File: config.mk
export PLATFORM = sky130hd
export DESIGN_NAME = stepper_move_sequencer
export DESIGN_NICKNAME = d
export VERILOG_FILES = /design/src/rtl/rbot_pkg.sv /design/src/rtl/tick_sync.sv /design/src/rtl/stepper_move_sequencer.sv
export SDC_FILE = /design/constraint.sdc
export NUM_CORES = 1
export LEC_CHECK = 0
export ABC_AREA = 1
export CAP_MARGIN = 30
export CORE_AREA = 3 3 52 101
export DETAILED_ROUTE_END_ITERATION = 16
export DIE_AREA = 0 0 55 104
export HOLD_SLACK_MARGIN = 0.15
export PLACE_DENSITY = 0.7
export SETUP_SLACK_MARGIN = 0.5
export SKIP_CTS_REPAIR_TIMING = 1
export SLEW_MARGIN = 30
export SYNTH_ARGS = -nofsm -noshare
export SYNTH_HDL_FRONTEND = slang
export SYNTH_HIERARCHICAL = 1
export SYNTH_SLANG_ARGS = --single-unit
File: constraint.sdc
create_clock -name clock -period 2.2 [get_ports clock]
set_clock_uncertainty 0.2 [all_clocks]
set_input_delay 0.22 -clock clock [delete_from_list [all_inputs] [get_ports clock]]
set_output_delay 0.22 -clock clock [all_outputs]
set_load 0.01 [all_outputs]
File: src/rtl/rbot_pkg.sv
// rbot_pkg: shared face encodings and move-sequencer state type.
package rbot_pkg;
  localparam int NUM_FACES = 6;
  localparam logic [2:0] FACE_U = 3'd0;
  localparam logic [2:0] FACE_R = 3'd1;
  localparam logic [2:0] FACE_F = 3'd2;
  localparam logic [2:0] FACE_D = 3'd3;
  localparam logic [2:0] FACE_L = 3'd4;
  localparam logic [2:0] FACE_B = 3'd5;
  typedef enum logic [2:0] {IDLE, SETUP, STEP, SETTLE, DONE} seq_state_t;
endpackage

File: src/rtl/tick_sync.sv
// tick_sync: synchronizes the slow_clock level and flags each rising edge as a one-cycle tick.
module tick_sync (
  input  logic clock,
  input  logic reset,
  input  logic async_in,
  output logic tick
);
  logic s1_q, s2_q, s3_q;
  logic s1_d, s2_d, s3_d;
  always_comb begin
    s1_d = async_in;
    s2_d = s1_q;
    s3_d = s2_q;
  end
  // Reset high so a divider that idles high does not look like a rising edge.
  always_ff @(posedge clock) begin
    if (reset) begin
      s1_q <= 1'b1;
      s2_q <= 1'b1;
      s3_q <= 1'b1;
    end else begin
      s1_q <= s1_d;
      s2_q <= s2_d;
      s3_q <= s3_d;
    end
  end
  assign tick = s2_q & ~s3_q;
endmodule

File: src/rtl/stepper_move_sequencer.sv
// stepper_move_sequencer: turns one cube-move command into a tick-paced burst of step pulses on one face motor.
module stepper_move_sequencer
  import rbot_pkg::*;
#(
  parameter int NUM_MOTORS        = NUM_FACES,
  parameter int STEPS_PER_QUARTER = 50,
  parameter int PULSE_CYCLES      = 250,
  parameter int SETTLE_TICKS      = 10
) (
  input  logic                  clock,
  input  logic                  reset,
  input  logic                  slow_clock,
  input  logic                  cmd_valid,
  output logic                  cmd_ready,
  input  logic [2:0]            cmd_face,
  input  logic                  cmd_dir,
  input  logic                  cmd_double,
  output logic [NUM_MOTORS-1:0] step,
  output logic [NUM_MOTORS-1:0] dir,
  output logic                  busy,
  output logic                  done,
  output logic                  err
);
  localparam int RW = $clog2(2*STEPS_PER_QUARTER+1);
  localparam int PW = $clog2(PULSE_CYCLES+1);
  localparam int SW = $clog2(SETTLE_TICKS+1);
  seq_state_t state_q, state_d;
  logic [2:0] face_q, face_d;
  logic [RW-1:0] rem_q, rem_d;
  logic [PW-1:0] pcnt_q, pcnt_d;
  logic [SW-1:0] scnt_q, scnt_d;
  logic [NUM_MOTORS-1:0] step_q, step_d, dir_q, dir_d, face_mask;
  logic busy_q, busy_d, done_q, done_d, err_q, err_d, cmd_ready_q, cmd_ready_d;
  logic tick;
  tick_sync u_tick_sync (
    .clock   (clock),
    .reset   (reset),
    .async_in(slow_clock),
    .tick    (tick)
  );
  assign face_mask = NUM_MOTORS'(1) << cmd_face;
  always_comb begin
    state_d = state_q;
    face_d  = face_q;
    rem_d   = rem_q;
    pcnt_d  = pcnt_q;
    scnt_d  = scnt_q;
    step_d  = step_q;
    dir_d   = dir_q;
    done_d  = 1'b0;
    err_d   = 1'b0;
    case (state_q)
      IDLE: begin
        if (cmd_valid && cmd_ready_q) begin
          if (32'(cmd_face) < NUM_MOTORS) begin
            state_d = SETUP;
            face_d  = cmd_face;
            rem_d   = cmd_double ? RW'(2*STEPS_PER_QUARTER) : RW'(STEPS_PER_QUARTER);
            dir_d   = cmd_dir ? (dir_q | face_mask) : (dir_q & ~face_mask);
          end else begin
            err_d = 1'b1;
          end
        end
      end
      // The first tick only arms stepping, giving dir a full tick period of setup.
      SETUP: state_d = tick ? STEP : SETUP;
      STEP: begin
        if (pcnt_q != '0) begin
          pcnt_d = pcnt_q - PW'(1);
          if (pcnt_q == PW'(1)) begin
            step_d = '0;
            if (rem_q == '0) begin
              state_d = SETTLE;
              scnt_d  = SW'(SETTLE_TICKS);
            end
          end
        end else if (tick && rem_q != '0) begin
          step_d = NUM_MOTORS'(1) << face_q;
          pcnt_d = PW'(PULSE_CYCLES);
          rem_d  = rem_q - RW'(1);
        end
      end
      SETTLE: begin
        if (tick && scnt_q != '0) begin
          scnt_d = scnt_q - SW'(1);
          if (scnt_q == SW'(1)) begin
            state_d = DONE;
            done_d  = 1'b1;
          end
        end
      end
      DONE:    state_d = IDLE;
      default: state_d = IDLE;
    endcase
    busy_d      = state_d != IDLE;
    cmd_ready_d = state_d == IDLE;
  end
  always_ff @(posedge clock) begin
    if (reset) begin
      state_q     <= IDLE;
      face_q      <= '0;
      rem_q       <= '0;
      pcnt_q      <= '0;
      scnt_q      <= '0;
      step_q      <= '0;
      dir_q       <= '0;
      busy_q      <= 1'b0;
      done_q      <= 1'b0;
      err_q       <= 1'b0;
      cmd_ready_q <= 1'b1;
    end else begin
      state_q     <= state_d;
      face_q      <= face_d;
      rem_q       <= rem_d;
      pcnt_q      <= pcnt_d;
      scnt_q      <= scnt_d;
      step_q      <= step_d;
      dir_q       <= dir_d;
      busy_q      <= busy_d;
      done_q      <= done_d;
      err_q       <= err_d;
      cmd_ready_q <= cmd_ready_d;
    end
  end
  assign step      = step_q;
  assign dir       = dir_q;
  assign busy      = busy_q;
  assign done      = done_q;
  assign err       = err_q;
  assign cmd_ready = cmd_ready_q;
endmodule
==> run_results.csv <==
group,metric,value,unit
die,die-area,0.00572,mm2
global_routing,grt_pass1_vias,2097,
cells_and_area,final_common_cell,"nand2_1",
timing,min_period,1.78,ns
global_routing,grt_max_degree,27,
die,fp.dieW,55,um
place,dp_cells,403,
clock_network,cts.sinks,44,
power,ir_drop,0.000711,V
detailed_routing,wl,5910,um
timing,final-hold-violation-count,0,
cells_and_area,mostFrequentLayoutCells,"nand2_1 (56), nor2_1 (36), inv_1 (35), dfxtp_1 (35), a21oi_1 (28)",
power,power_density,580,mW/mm2
cells_and_area,syn_to_final_growth,37.0,%
power,seq_power_share,0.476,
place,placed_area,0.00256,mm2
detailed_routing,route.vias.total,2299,
yosys,syn_nets,341,
cells_and_area,drive_gt1_frac,0.277,
worst_setup_path,required,2.23,ns
place,place_hpwl,3770,um
timing,drv_slew,0,
timing,setup_violations,0,
global_routing,grt_usage,0.202,
clock_network,cts_tree,"yes",
yosys,syn_area_per_cell,6.90,um2
worst_setup_path,critPathKind,"reg2reg",
global_routing,grt_pass1_wl,8760,um
timing,max_freq,562,MHz
yosys,synth_area_leaders,"dfxtp_1 (39%), nand2_1 (11%), inv_1 (7.5%), a21oi_1 (7.3%), nor2_1 (6.8%)",
clock_network,clock_path_buffers,2,
place,port_buffers,24,
detailed_routing,drc,0,
cells_and_area,nets,389,
yosys,syn_inst,326,
worst_setup_path,arrival,1.81,ns
detailed_routing,vias_per_cell,5.35,
die,core-area,0.00464,mm2
power,p_int,1290,uW
yosys,synth_cell_types,29,
yosys,synth_top_area_frac,0.392,
yosys,synth-seq-cells,44,
detailed_routing,drtAntennaViolNets,0,
status,status,"complete, no violations",
detailed_routing,drt_pass1_iterations,4,
detailed_routing,wire_per_inst,13.8,um
clock_network,path_clk_slew,0.08,ns
yosys,yosys_warnings,6,
power,pwr-share-comb,0.173,
worst_setup_path,start_kind,"flop",
die,row_count,35,
timing,worst-slew-pin-transition,0.510,ns
yosys,yosys.area.top_type,"dfxtp_1",
cells_and_area,fill_cells,419,
clock_network,cts_root_buffer,"clkbuf_8",
yosys,synthArstFlopShare,0,
timing,tns,0,ns
clock_network,cts_max_level,2,
worst_hold_path,hold_class,"reg2reg",
timing,rsz0062_at_grt,"yes",
yosys,yosys_most_used_dff,"dfxtp_1",
power,p_sw,499,uW
global_routing,antenna_found_initial,0,
die,io_pins,25,
cells_and_area,diodes,0,
cells_and_area,final_cells,430,
detailed_routing,detail_route.iter0.violations,45,
yosys,synth_edf_count,0,
cells_and_area,stdcell_area,0.00308,mm2
die,start_util,0.484,
clock_network,clk_latency,0.30,ns
run,cap_violations,0,
place,place_congestion,0.819,
yosys,synth_area,0.00225,mm2
power,p_leak,0.00128,uW
worst_setup_path,cp_max_fo,6,
worst_setup_path,cp-end-kind,"flop",
clock_network,cts_made_buffers,5,
power,swShare,0.279,
yosys,ys_seq_area_frac,0.392,
cells_and_area,final_util,0.664,
timing,relSlewSlack,0.659,
power,p_clk_frac,0.350,
global_routing,overflow,0,
timing,post-route-period-util,0.809,
die,die_h,104,um
[area by class of cell]
class | instances | area [um2] | area share
clock buffers | 5 | 68.8 | 0.0223
clock inverters | 3 | 42.5 | 0.0138
inverters | 47 | 186 | 0.0605
multi-input cells | 230 | 1390 | 0.452
flip-flops and latches | 44 | 895 | 0.290
well taps | 55 | 68.8 | 0.0223
repair buffers | 46 | 425 | 0.138
[critical path, stage by stage (launching register included)]
cell and delay (ns):
dfxtp_2 0.36, inv_4 0.06, ha_4 0.17, inv_2 0.06, nor2_2 0.03, nand3_2 0.11, nand2_4 0.12, buf_6 0.14
nor2_4 0.20, nand3_2 0.12, a21oi_2 0.14
[stage by stage]
step                hold slack [ns]  setup slack, ns  power (uW)
finish                        0.219            0.420        1790
global route                  0.256            0.353        1870
CTS                           0.223            0.217        1730
detailed placement            0.203            0.219        1110
global placement              0.191            0.273        1100
floorplan                     0.112            0.501        1030
[per-layer routing]
layer | wire, um | vias up | track usage
li1 | - | 1155 | -
met1 | 2160 | 1072 | 0.216
met2 | 3320 | 54 | 0.357
met3 | 209 | 18 | 0.0402
met4 | 225 | 0 | 0.0852
met5 | 0 | - | 0
[power groups by stage]
stage               clock (uW)  combinational, uW  sequential, uW
floorplan                    0                166             865
global placement             0                236             866
detailed placement           0                240             865
CTS                        641                243             847
global route               670                342             856
finish                     626                310             852
[cells by family (layout without fill, tap and decap cells)]
| logic type | after synthesis | in the layout | synth area share |
|---|---|---|---|
| adder cells (fa/ha/maj) | 6 | 6 | 0.0334 |
| XOR/XNOR | 3 | 3 | 0.0117 |
| buffers and inverters | 53 | 101 | 0.0929 |
| AO/OA/AOI/OAI | 53 | 53 | 0.127 |
| flip-flops | 44 | 44 | 0.392 |
| AND/OR/NAND/NOR | 167 | 168 | 0.343 |
[synth_stat cells, types with 3 or more instances]
master / count
nand2_1: 68
nand2_4: 3
clkbuf_1: 3
nor2_2: 5
inv_1: 45
o21ai_0: 14
ha_1: 6
a21oi_1: 33
nand2_2: 3
dfxtp_1: 44
nor3_1: 4
nand4_1: 8
nor2_1: 41
nand3_1: 27
[final timing paths]
kind / start / endpoint / slack, ns / cells after the start
max: rem_q[0] / step[4] / 0.42 / 10
max reg2reg: rem_q[0] / step[4] / 0.42 / 10
min: u_tick_sync/s1_q / u_tick_sync/s2_q / 0.22 / 2
min reg2reg: u_tick_sync/s1_q / u_tick_sync/s2_q / 0.22 / 2
Note: power is estimated with default switching activity, not from simulation.
